==> src/rtl/multicycle_control_pkg.sv <==
// Shared definitions for the multicycle MIPS sequencer: opcodes, FSM states,
// datapath select encodings and the control-vector struct.
package mips_defs;

   // Primary opcodes (instruction[31:26]) the sequencer understands
   localparam logic [5:0] OP_RTYPE = 6'b000000;
   localparam logic [5:0] OP_LW    = 6'b100011;
   localparam logic [5:0] OP_SW    = 6'b101011;
   localparam logic [5:0] OP_BEQ   = 6'b000100;
   localparam logic [5:0] OP_J     = 6'b000010;
   localparam logic [5:0] OP_ADDI  = 6'b001000;

   // Sequencer states; encodings 12..15 are unused and recover to FETCH
   typedef enum logic [3:0] {
      ST_FETCH     = 4'd0,
      ST_DECODE    = 4'd1,
      ST_MEM_ADDR  = 4'd2,
      ST_MEM_READ  = 4'd3,
      ST_MEM_WB    = 4'd4,
      ST_MEM_WRITE = 4'd5,
      ST_R_EXEC    = 4'd6,
      ST_R_WB      = 4'd7,
      ST_BRANCH    = 4'd8,
      ST_JUMP      = 4'd9,
      ST_I_EXEC    = 4'd10,
      ST_I_WB      = 4'd11
   } state_t;

   // ALU operation select
   typedef enum logic [1:0] {
      ALUOP_ADD   = 2'b00,
      ALUOP_SUB   = 2'b01,
      ALUOP_FUNCT = 2'b10
   } aluop_t;

   // ALU B operand select
   typedef enum logic [1:0] {
      SRCB_RT     = 2'b00,
      SRCB_FOUR   = 2'b01,
      SRCB_IMM    = 2'b10,
      SRCB_IMM_SH = 2'b11
   } alusrcb_t;

   // Next-PC source select
   typedef enum logic [1:0] {
      PCSRC_ALU    = 2'b00,
      PCSRC_ALUOUT = 2'b01,
      PCSRC_JUMP   = 2'b10
   } pcsrc_t;

   // Full datapath control vector produced by the decoder
   typedef struct packed {
      logic       pc_write;
      logic       pc_write_cond;
      logic       i_or_d;
      logic       mem_read;
      logic       mem_write;
      logic       ir_write;
      logic       mem_to_reg;
      logic       reg_dst;
      logic       reg_write;
      logic       alu_src_a;
      alusrcb_t   alu_src_b;
      aluop_t     alu_op;
      pcsrc_t     pc_source;
   } ctrl_t;

   // True for opcodes that DECODE can dispatch
   function automatic logic is_legal_op(input logic [5:0] op);
      return (op == OP_RTYPE) || (op == OP_LW) || (op == OP_SW) ||
             (op == OP_BEQ)   || (op == OP_J)  || (op == OP_ADDI);
   endfunction

endpackage

==> src/rtl/multicycle_control_decode.sv <==
// Combinational state -> control-vector decoder. Only the FETCH
// IRWrite/PCWrite pair looks at mem_ready; everything else is pure state.
module control_decode
   import mips_defs::*;
(
   input  state_t i_state,
   input  logic   i_mem_ready,
   output ctrl_t  o_ctrl
);

   // Per-state control assertions; anything not named stays 0
   always_comb begin
      o_ctrl = '0;
      case (i_state)
         ST_FETCH: begin
            o_ctrl.mem_read  = 1'b1;
            o_ctrl.alu_src_b = SRCB_FOUR;
            o_ctrl.ir_write  = i_mem_ready;
            o_ctrl.pc_write  = i_mem_ready;
         end
         ST_DECODE: begin
            o_ctrl.alu_src_b = SRCB_IMM_SH;
         end
         ST_MEM_ADDR: begin
            o_ctrl.alu_src_a = 1'b1;
            o_ctrl.alu_src_b = SRCB_IMM;
         end
         ST_MEM_READ: begin
            o_ctrl.mem_read = 1'b1;
            o_ctrl.i_or_d   = 1'b1;
         end
         ST_MEM_WB: begin
            o_ctrl.mem_to_reg = 1'b1;
            o_ctrl.reg_write  = 1'b1;
         end
         ST_MEM_WRITE: begin
            o_ctrl.mem_write = 1'b1;
            o_ctrl.i_or_d    = 1'b1;
         end
         ST_R_EXEC: begin
            o_ctrl.alu_src_a = 1'b1;
            o_ctrl.alu_src_b = SRCB_RT;
            o_ctrl.alu_op    = ALUOP_FUNCT;
         end
         ST_R_WB: begin
            o_ctrl.reg_dst   = 1'b1;
            o_ctrl.reg_write = 1'b1;
         end
         ST_BRANCH: begin
            o_ctrl.alu_src_a     = 1'b1;
            o_ctrl.alu_src_b     = SRCB_RT;
            o_ctrl.alu_op        = ALUOP_SUB;
            o_ctrl.pc_write_cond = 1'b1;
            o_ctrl.pc_source     = PCSRC_ALUOUT;
         end
         ST_JUMP: begin
            o_ctrl.pc_write  = 1'b1;
            o_ctrl.pc_source = PCSRC_JUMP;
         end
         ST_I_EXEC: begin
            o_ctrl.alu_src_a = 1'b1;
            o_ctrl.alu_src_b = SRCB_IMM;
         end
         ST_I_WB: begin
            o_ctrl.reg_write = 1'b1;
         end
         default: o_ctrl = '0;
      endcase
   end

endmodule

==> src/rtl/multicycle_control.sv <==
// Multicycle MIPS sequencer: state register, next-state dispatch, memory
// handshake stalls and a retired-instruction counter.
module multicycle_control
   import mips_defs::*;
#(
   parameter int CNT_W = 32
) (
   input  logic             clk,
   input  logic             rst,
   input  logic [5:0]       opcode,
   input  logic             mem_ready,
   output logic             PCWrite,
   output logic             PCWriteCond,
   output logic             IorD,
   output logic             memRead,
   output logic             memWrite,
   output logic             IRWrite,
   output logic             memToReg,
   output logic             regDst,
   output logic             regWrite,
   output logic             aluSrcA,
   output logic [1:0]       aluSrcB,
   output logic [1:0]       aluOp,
   output logic [1:0]       PCSource,
   output logic             illegal_op,
   output logic [CNT_W-1:0] retired
);

   state_t           r_state;
   state_t           w_next_state;
   state_t           w_dec_state;
   logic             w_retire;
   ctrl_t            w_ctrl;
   logic [CNT_W-1:0] r_retired;

   // Holding reset presents the FETCH decode regardless of the stored state
   assign w_dec_state = rst ? ST_FETCH : r_state;

   control_decode u_decode (
      .i_state     (w_dec_state),
      .i_mem_ready (mem_ready),
      .o_ctrl      (w_ctrl)
   );

   // Next-state dispatch; memory states stall until mem_ready
   always_comb begin
      w_next_state = ST_FETCH;
      case (r_state)
         ST_FETCH:     w_next_state = mem_ready ? ST_DECODE : ST_FETCH;
         ST_DECODE: begin
            case (opcode)
               OP_RTYPE:     w_next_state = ST_R_EXEC;
               OP_LW, OP_SW: w_next_state = ST_MEM_ADDR;
               OP_BEQ:       w_next_state = ST_BRANCH;
               OP_J:         w_next_state = ST_JUMP;
               OP_ADDI:      w_next_state = ST_I_EXEC;
               default:      w_next_state = ST_FETCH;
            endcase
         end
         ST_MEM_ADDR: begin
            if (opcode == OP_LW)      w_next_state = ST_MEM_READ;
            else if (opcode == OP_SW) w_next_state = ST_MEM_WRITE;
            else                      w_next_state = ST_FETCH;
         end
         ST_MEM_READ:  w_next_state = mem_ready ? ST_MEM_WB : ST_MEM_READ;
         ST_MEM_WB:    w_next_state = ST_FETCH;
         ST_MEM_WRITE: w_next_state = mem_ready ? ST_FETCH : ST_MEM_WRITE;
         ST_R_EXEC:    w_next_state = ST_R_WB;
         ST_R_WB:      w_next_state = ST_FETCH;
         ST_BRANCH:    w_next_state = ST_FETCH;
         ST_JUMP:      w_next_state = ST_FETCH;
         ST_I_EXEC:    w_next_state = ST_I_WB;
         ST_I_WB:      w_next_state = ST_FETCH;
         default:      w_next_state = ST_FETCH;
      endcase
   end

   // An instruction retires on the cycle its final state hands back to FETCH
   always_comb begin
      w_retire = 1'b0;
      case (r_state)
         ST_MEM_WB, ST_R_WB, ST_BRANCH, ST_JUMP, ST_I_WB: w_retire = 1'b1;
         ST_MEM_WRITE:                                    w_retire = mem_ready;
         default:                                         w_retire = 1'b0;
      endcase
   end

   // State and retired counter; reset wins over any pending transition
   always_ff @(posedge clk) begin
      if (rst) begin
         r_state   <= ST_FETCH;
         r_retired <= '0;
      end else begin
         r_state <= w_next_state;
         if (w_retire) r_retired <= r_retired + CNT_W'(1);
      end
   end

   assign PCWrite     = w_ctrl.pc_write;
   assign PCWriteCond = w_ctrl.pc_write_cond;
   assign IorD        = w_ctrl.i_or_d;
   assign memRead     = w_ctrl.mem_read;
   assign memWrite    = w_ctrl.mem_write;
   assign IRWrite     = w_ctrl.ir_write;
   assign memToReg    = w_ctrl.mem_to_reg;
   assign regDst      = w_ctrl.reg_dst;
   assign regWrite    = w_ctrl.reg_write;
   assign aluSrcA     = w_ctrl.alu_src_a;
   assign aluSrcB     = w_ctrl.alu_src_b;
   assign aluOp       = w_ctrl.alu_op;
   assign PCSource    = w_ctrl.pc_source;
   assign illegal_op  = !rst && (r_state == ST_DECODE) && !is_legal_op(opcode);
   assign retired     = r_retired;

endmodule

==> config.mk <==
export PLATFORM = sky130hd
export DESIGN_NAME = multicycle_control
export DESIGN_NICKNAME = d
export VERILOG_FILES = /design/src/rtl/multicycle_control_pkg.sv /design/src/rtl/multicycle_control_decode.sv /design/src/rtl/multicycle_control.sv
export SDC_FILE = /design/constraint.sdc
export NUM_CORES = 1
export LEC_CHECK = 0
export BUFFER_PORTS_ARGS = -buffer_cell sky130_fd_sc_hd__buf_2
export CORE_ASPECT_RATIO = 1.4
export CORE_MARGIN = 5
export CORE_UTILIZATION = 53
export CTS_BUF_LIST = sky130_fd_sc_hd__clkbuf_4
export DETAILED_ROUTE_END_ITERATION = 8
export HOLD_SLACK_MARGIN = 0.08
export PLACE_DENSITY = 0.79
export SLEW_MARGIN = 0
export SYNTH_ARGS = -nofsm -noshare
export SYNTH_HDL_FRONTEND = slang
export SYNTH_SLANG_ARGS = --single-unit
export TNS_END_PERCENT = 10
==> constraint.sdc <==
create_clock -name clk -period 2 [get_ports clk]
set_input_delay 0.4 -clock clk [delete_from_list [all_inputs] [get_ports clk]]
set_output_delay 0.4 -clock clk [all_outputs]
set_load 0.05 [all_outputs]
==> Word level (Yosys, flattened, before mapping) <==
Index checks and enable logic that the tools add are counted.
{ "op_classes": {"order_cmp": 0, "mul": 0, "n_mux": 22, "n_eq_ne": 27, "div_mod_pow": 0, "bitwise": 0, "shifts": 0, "n_addsub": 1, "n_reduce_logical": 19} }
{ "ops": {"columns": ["operator", "n"], "rows": [
  ["32-bit by 1-bit adder with 32-bit output (second input constant)", 1],
  ["4-bit by 3-bit == test with 1-bit output (second input constant)", 8],
  ["4-bit == test (second input constant)", 8],
  ["4-bit case mux with 7 select lines", 1],
  ["4-bit case mux with 5 select lines", 1],
  ["4-bit by 2-bit == test with 1-bit output (second input constant)", 4],
  ["6-bit == test (second input constant)", 2],
  ["3-bit 2-to-1 mux", 4],
  ["1-bit 2-to-1 mux", 10],
  ["4-bit by 1-bit == test with 1-bit output (second input constant)", 2],
  ["4-bit logical NOT", 2],
  ["2-bit case mux with 2 select lines", 2],
  ["2-bit OR reduction", 4],
  ["6-bit by 2-bit == test with 1-bit output (second input constant)", 1],
  ["6-bit by 3-bit == test with 1-bit output (second input constant)", 1],
  ["6-bit by 4-bit == test with 1-bit output (second input constant)", 1],
  ["6-bit logical NOT", 1],
  ["2-bit case mux with 3 select lines", 1],
  ["1-bit logical OR", 5],
  ["5-bit OR reduction", 1],
  ["4-bit 2-to-1 mux", 1],
  ["1-bit case mux with 2 select lines", 2],
  ["4-bit OR reduction", 1],
  ["3-bit OR reduction", 1],
  ["2 further kinds", 4]
]} }
{ "totals": {"latchBits": 0, "inputBits": 9, "elab_cells": 71, "output_inout_bits": 49, "ram_bits": 0, "n_memories": 0, "reg_bits": 36, "romBits": 0} }

==> Logic depth before layout (Yosys ltp) <==
Gate-level depths: netlist of run 1.
{ "depth": {"depth_word": 8, "ltp_mapped": 7, "ltp_nobuf": 6} }

==> By module <==
A second synthesis of run 1 with hierarchy kept.
{ "hier_totals": {"hier_cells": 275, "hier_area_um2": 2238.4} }
{ "modules_own_cells": {"columns": ["mod", "instances", "area_per_inst_um2", "seq_area_each_um2", "cells_each"], "rows": [
  ["multicycle_control", 1, 2021.9, 720.7, 246],
  ["control_decode", 1, 216.5, 0.0, 29]
]} }

==> Worst setup path before layout of run 1 <==
No wires, ideal clock.
{ "synth_path": {"path_kind": "register to output", "startpoint": "register r_state[3]", "endpoint": "output aluSrcA", "arrival_time_ps": 3255, "n_path_buf": 1, "required_time_ps": 1600, "path_stages_with_launch": 4, "path_slack_ps": -1655, "cell_sequence": "dfxtp_1 clkbuf_1 inv_1 a2111oi_0"} }
{ "synth_between": {"elab_chain_len": 4, "elab_cells_between_ends": 7, "cone_classes": "eq/ne (4); mux (2); reduce/logical (1)"} }
{ "synth_rtl": {"columns": ["element", "line_no", "rtl"], "rows": [
  ["start: declaration", "multicycle_control.sv:29", "state_t r_state;"],
  ["start signal: assignment", "multicycle_control.sv:94", "r_state <= w_next_state;"],
  ["4-bit 2-to-1 mux *", "multicycle_control.sv:37", "assign w_dec_state = rst ? ST_FETCH : r_state;"],
  ["4-bit by 2-bit == test with 1-bit output (tied with other cells)", "multicycle_control_decode.sv:14", "case (i_state)"],
  ["4-bit OR reduction (no source line) *", null, null],
  ["1-bit 2-to-1 mux *", "multicycle_control_decode.sv:14", null],
  ["end: declaration", "multicycle_control.sv:21", "output logic aluSrcA,"]
]} }
Every way passes the cells marked *; elsewhere a longest branch is shown, timed or not.

==> Worst setup path after layout of run 1 <==
{ "layout_path": {"startpoint": "register r_state[1]", "endpoint": "output aluSrcB[1]"} }
{ "layout_between": {"elab_chain_len": 4, "elab_cells_between_ends": 7, "cone_classes": "eq/ne (3); mux (2); reduce/logical (2)"} }
{ "layout_rtl": {"columns": ["element", "line_no", "rtl"], "rows": [
  ["4-bit 2-to-1 mux *", "multicycle_control.sv:37", null],
  ["4-bit by 2-bit == test with 1-bit output / 4-bit == test (equally long branches)", "multicycle_control_decode.sv:14", null],
  ["2-bit OR reduction (no source line)", null, null],
  ["2-bit case mux with 3 select lines *", "multicycle_control_decode.sv:14", null],
  ["end: declaration", "multicycle_control.sv:22", "output logic [1:0] aluSrcB,"]
]} }
Marks and branches as above.

==> results of run 1 <==
[power groups by stage]
stage / registers [mW] / clock network (mW) / logic [mW]
after floorplan: 0.737 / 0 / 0.0708
after global placement: 0.739 / 0 / 0.107
after detailed placement: 0.738 / 0 / 0.108
after CTS: 0.719 / 0.771 / 0.112
after global routing: 0.720 / 0.811 / 0.130
final: 0.719 / 0.761 / 0.122
[what timing repair did]
action,CTS,global route
resized for setup,22,18
setup endpoints to repair,13,19
setup buffers,0,1
pin swaps,1,4
[path summary, 6_finish.rpt]
path | startpoint | end | slack, ps | cells past startpoint
setup / recovery | r_state[1]$_SDFF_PP0_ | aluSrcB[1] | -30 | 6
hold / removal | opcode[1] | r_state[0]$_SDFF_PP0_ | 360 | 3
setup reg to reg | retired[1]$_SDFFE_PP0P_ | retired[14]$_SDFFE_PP0P_ | 190 | 7
hold reg to reg | retired[18]$_SDFFE_PP0P_ | retired[18]$_SDFFE_PP0P_ | 500 | 2
[registers in the layout, indices dropped and copies added, names as in the netlist]
| name | count |
|---|---|
| retired | 32 |
| r_state | 4 |
[through the flow]
stage               instances  area [sq um]
floorplan                 265          2070
global placement          372          2520
detailed placement        372          2520
CTS                       380          2700
global route              381          2800
finish                    381          2800
[cell type report]
class | count | area [sq um]
Inverter | 10 | 37.5
Sequential cell | 36 | 736
Multi-Input combinational cell | 204 | 1320
Fill cell | 293 | 880
Clock buffer | 5 | 37.5
Clock inverter | 3 | 90.1
Tap cell | 42 | 52.6
Timing Repair Buffer | 81 | 519
[logic make-up after synthesis]
kind of cell	count (synthesis)	share of synthesized area
AOI/OAI and AO/OA	46	0.132
DFF	36	0.354
and+or+nand+nor	134	0.355
adders and majority gates	1	0.00615
buffers and inverters	25	0.0535
xor gates and xnor gates	22	0.0947
muxes	1	0.00492
[worst max-delay path: stages (launching register included)]
cell     delay [ps]
dfxtp_4         390
buf_6           130
nor2b_4         130
buf_6           120
a21oi_1          70
nor3_1          220
buf_4           240
[cells in the final DEF, fill, tap and decap left out, types with 8 or more instances in the layout]
cell type,n
buf_2,46
nor2_1,33
dfxtp_1,32
buf_4,25
a21oi_1,19
xor2_1,17
nand2_1,16
nand4_1,16
o21ai_0,14
or3_1,12
nand3_1,11
inv_1,9
nor3_1,9
clkbuf_4,8
[per-layer routing]
layer / global-route usage / up-vias / part of all wire / wire length [um]
li1: - / 1097 / - / -
met1: 0.235 / 1017 / 0.39 / 2170
met2: 0.378 / 81 / 0.52 / 2880
met3: 0.0351 / 16 / 0.055 / 305
met4: 0.0985 / 0 / 0.032 / 178
met5: 0 / - / 0 / 0
==> results.md, run 1 <==
* Utilization after layout at 0.761
* Clock transition at path regs at 110 ps
* CP Max Fanout at 6
* FFs w/ async S/R, synth at 0
* DRC Markers at 0
* Synth area leader: dfxtp_1
* Max Cap Viol at 0
* Clk root buf: clkbuf_4
* Final worst path period need at between 2000 and 2500 ps
* Slew margin rel. at 0.669
* Register area share after synthesis at 0.354
* Leak at about 1.2 nW
* DIE AREA at 5200 sq um
* Gpl congestion at roughly 0.96
* Part of the cycle the worst path needs at 1.01
* Switching share of power at 0.206
* TritonCTS clock tree: yes
* Net count after synthesis at between 200 and 300
* Synth area leaders: dfxtp_1, xor2_1, nor2_1
* Avg Cell Area, Syn at roughly 7.7 sq um
* Clk Latency, worst-skew pair at around 330 ps
* CP startpoint kind: flop
* GR Overflow Total at 0
* Post-synthesis instance total at roughly 270
* Top post-synthesis cells by count: dfxtp_1, nor2_1, a21oi_1
* Core Area at roughly 3700 sq um
* Rows at 26
* First-pass detailed-route iteration total at 5
* Slew at the pin closest to its max-slew limit at around 490 ps
* Internal power at around 1.3 mW
* Final nets at 348
* PD cells at approximately 570 nW/um^2
* Final Max Slew Viols at 0
* First-pass GRT wire length at about 9.4 mm
* Drt wl/cell at between 10 and 15 um
* RSZ-0062 raised after global routing: yes
* Worst Setup Slack, final at -25.1 ps
* Pin count of the biggest net entering global routing at 29
* Setup Skew at 9.04 ps
* Crit end category: output pin
* Most numerous cell in the Yosys netlist: dfxtp_1
* CTS Buf Count at 5
* Synth top area share at 0.354
* Share of cells above drive strength 1 at 0.348
* WL final at roughly 5.5 mm
* Crit path DAT at between 1500 and 2000 ps
* Post-route ant nets at 0
* Inserted Diodes at 0
* Netlist cell types at 43
* NetSw at around 0.33 mW
* Comb pwr share at 0.076
* I/O pins at 58
* Post-Syn Area at approximately 2000 sq um
* Min-delay worst type: in2reg
* VDD IR max at 0.603 mV
* Hold_ws at between 300 and 400 ps
* Vias in the first global route at 2094
* Reg power frac at 0.449
* Antenna violations before repair at 0
* Cts hold-fix bufs at 0
* WP data required at roughly 1600 ps
* EDFF count, synth at 0
* CTS H-tree lvls at 2
* Max frequency at 0.494 GHz
* Routed vias/inst at roughly 5.8
* Final count of hold timing violations at 0
* Final Power at roughly 1.6 mW
* Die height at 83.3 um
* Vias post-DR at ~2200
* GRT Util Overall at 0.210
* Pre-CTS setup slack at between 100 and 150 ps
* Status: finished with violations
* Endpoints failing setup at 1
* Yosys reg bits at 36
* Clock Tree Buf Depth at 2
* Synth Warn # at 0
* Initial Util at 0.554
* Crit path kind: reg2out
* Die width at between 60 and 70 um
* DRT iter0 DRCs at 143
* Top FF cell, synth: dfxtp_1
* Failing checks: negative setup slack
* DPL Wire Length at around 4.0 mm
* Clk network pwr share at 0.475
* Layout area overhead at 37.4%
* TNS Setup at -25.1 ps
* Buffers on Ports at 57
* Sink Count at 36
Power figures use the tool's default switching activity.
==> run 2: changes to the inputs <==
- CORE_MARGIN: 5 -> 2
- SETUP_SLACK_MARGIN: not set -> 0.02
==> run 2 against run 1 <==
Effect of this change:
- the flow now finishes without violations
- global-route usage increased by 2.3 points
- critical path depth decreased by 1
- register-to-register slack got worse by 80 ps
- setup slack improved by 75 ps
- critical endpoint is now PCWrite
- highest routed layer unchanged
==> results.md, run 2 (synthesized netlist as in run 1, its figures left out) <==
* Pin count of the biggest net entering global routing at 34
* Most frequent cells in the layout: buf_2, dfxtp_1, nor2_1
* Min-delay worst type: in2reg
* DRT iter0 DRCs at 92
* Worst Setup Slack, final at between 50 and 60 ps
* Final nets at about 350
* Max frequency at 0.513 GHz
* Drt wl/cell at about 14 um
* CTS Buf Count at 5
* Rows at 26
* Clk root buf: clkbuf_4
* TNS Setup at 0 ps
* Commonest non-fill, non-tap cell in the layout: buf_2
* Hold_ws at between 300 and 400 ps
* Max reg flops at 32
* Slew at the pin closest to its max-slew limit at 387 ps
* Vias post-DR at around 2300
* TritonCTS clock tree: yes
* Cell Area, Placed at 2530 sq um
* Die width at approximately 56 um
* Clock Tree Buf Depth at 2
* Final Power at between 1 and 1.5 mW
* Crit path kind: reg2out
* Part of the cycle the worst path needs at 0.975
* DRC Markers at 0
* Final count of hold timing violations at 0
* RSZ-0062 raised after global routing: yes
* WL final at 5.53 mm
* Leak at roughly 1.2 nW
* Endpoints failing setup at 0
* Pre-CTS setup slack at between 100 and 150 ps
* Gpl congestion at around 0.84
* Layout area overhead at 38.5%
* Crit path DAT at 1550 ps
* CTS H-tree lvls at 2
* First-pass detailed-route iteration total at 4
* Final worst path period need at approximately 1900 ps
* Setup Skew at around 4.6 ps
* Inserted Diodes at 0
* CP Max Fanout at 8
* Share of cells above drive strength 1 at 0.363
* WP data required at ~1600 ps
* DIE AREA at 4360 sq um
* Final Cell Area at around 2800 sq um
* Core Area at between 3000 and 4000 sq um
* VDD IR max at between 0.4 and 0.5 mV
* PD cells at 436 nW/um^2
* GRT Util Overall at 0.234
* I/O pins at 58
* Routed vias/inst at around 5.9
* First-pass GRT wire length at roughly 8.3 mm
* Crit end category: output pin
* Die height at between 70 and 80 um
* GR Overflow Total at 0
* Final Max Slew Viols at 0
* Max Cap Viol at 0
* Buffers on Ports at between 50 and 60
* Antenna violations before repair at 0
* DPL Wire Length at roughly 3.8 mm
* Slew margin rel. at 0.740
* Clock transition at path regs at around 110 ps
* CP startpoint kind: flop
* Vias in the first global route at about 2000
* Initial Util at 0.554
* Post-route ant nets at 0
* Sink Count at 36
* Clk Latency, worst-skew pair at about 340 ps
* Status: complete, no violations
==> run 2: power breakdown <==
| group | total [mW] | internal, mW | switching, mW |
|---|---|---|---|
| logic | 0.124 | 0.0449 | 0.0790 |
| clock network | 0.386 | 0.147 | 0.239 |
| registers | 0.717 | 0.714 | 0.00348 |
| total | 1.23 | 0.906 | 0.322 |
==> run 2: metrics by stage <==
| step | instances | utilization |
|---|---|---|
| after floorplan | 265 | - |
| after global placement | 374 | 0.689 |
| after detailed placement | 374 | 0.689 |
| after CTS | 382 | 0.713 |
| after global routing | 386 | 0.767 |
| final | 386 | 0.767 |
==> run 2: area by class of cell <==
| class | instances | area (sq um) |
|---|---|---|
| Inverter | 10 | 45.0 |
| Timing Repair Buffer | 86 | 579 |
| Clock buffer | 6 | 45.0 |
| Tap cell | 42 | 52.6 |
| Multi-Input combinational cell | 204 | 1350 |
| Sequential cell | 36 | 736 |
| Fill cell | 293 | 857 |
| Clock inverter | 2 | 11.3 |
==> run 2: path summary, 6_finish.rpt <==
path                                 start                       end  slack, ps  cells after the start
setup reg to reg  retired[14]$_SDFFE_PP0P_  retired[27]$_SDFFE_PP0P_        110                      6
hold reg to reg   retired[18]$_SDFFE_PP0P_  retired[18]$_SDFFE_PP0P_        500                      2
setup / recovery     r_state[1]$_SDFF_PP0_                   PCWrite         50                      5
hold / removal                   opcode[1]     r_state[0]$_SDFF_PP0_        360                      3
==> run 2: worst max-delay path, cell delays in order (launching register included) <==
cell and delay [ps]:
dfxtp_4 400, buf_8 150, nor4_4 230, o21a_1 160, or2_4 130, buf_8 130
==> run 2: per-layer routing <==
layer  wire, um  share of wire  GRT usage  up-vias
li1           -              -          -     1099
met1       2180           0.39      0.263     1088
met2       2980           0.54      0.425       74
met3        254          0.046     0.0400       10
met4        119          0.022      0.100        0
met5          0              0          0        -
==> run 2: timing repair <==
action | 4_1_cts | 5_1_grt
setup endpoints to repair | 15 | 20
hold buffers | 0 | 0
pin swaps | 0 | 9
gates resized for setup | 16 | 42
buffers inserted | 0 | 4
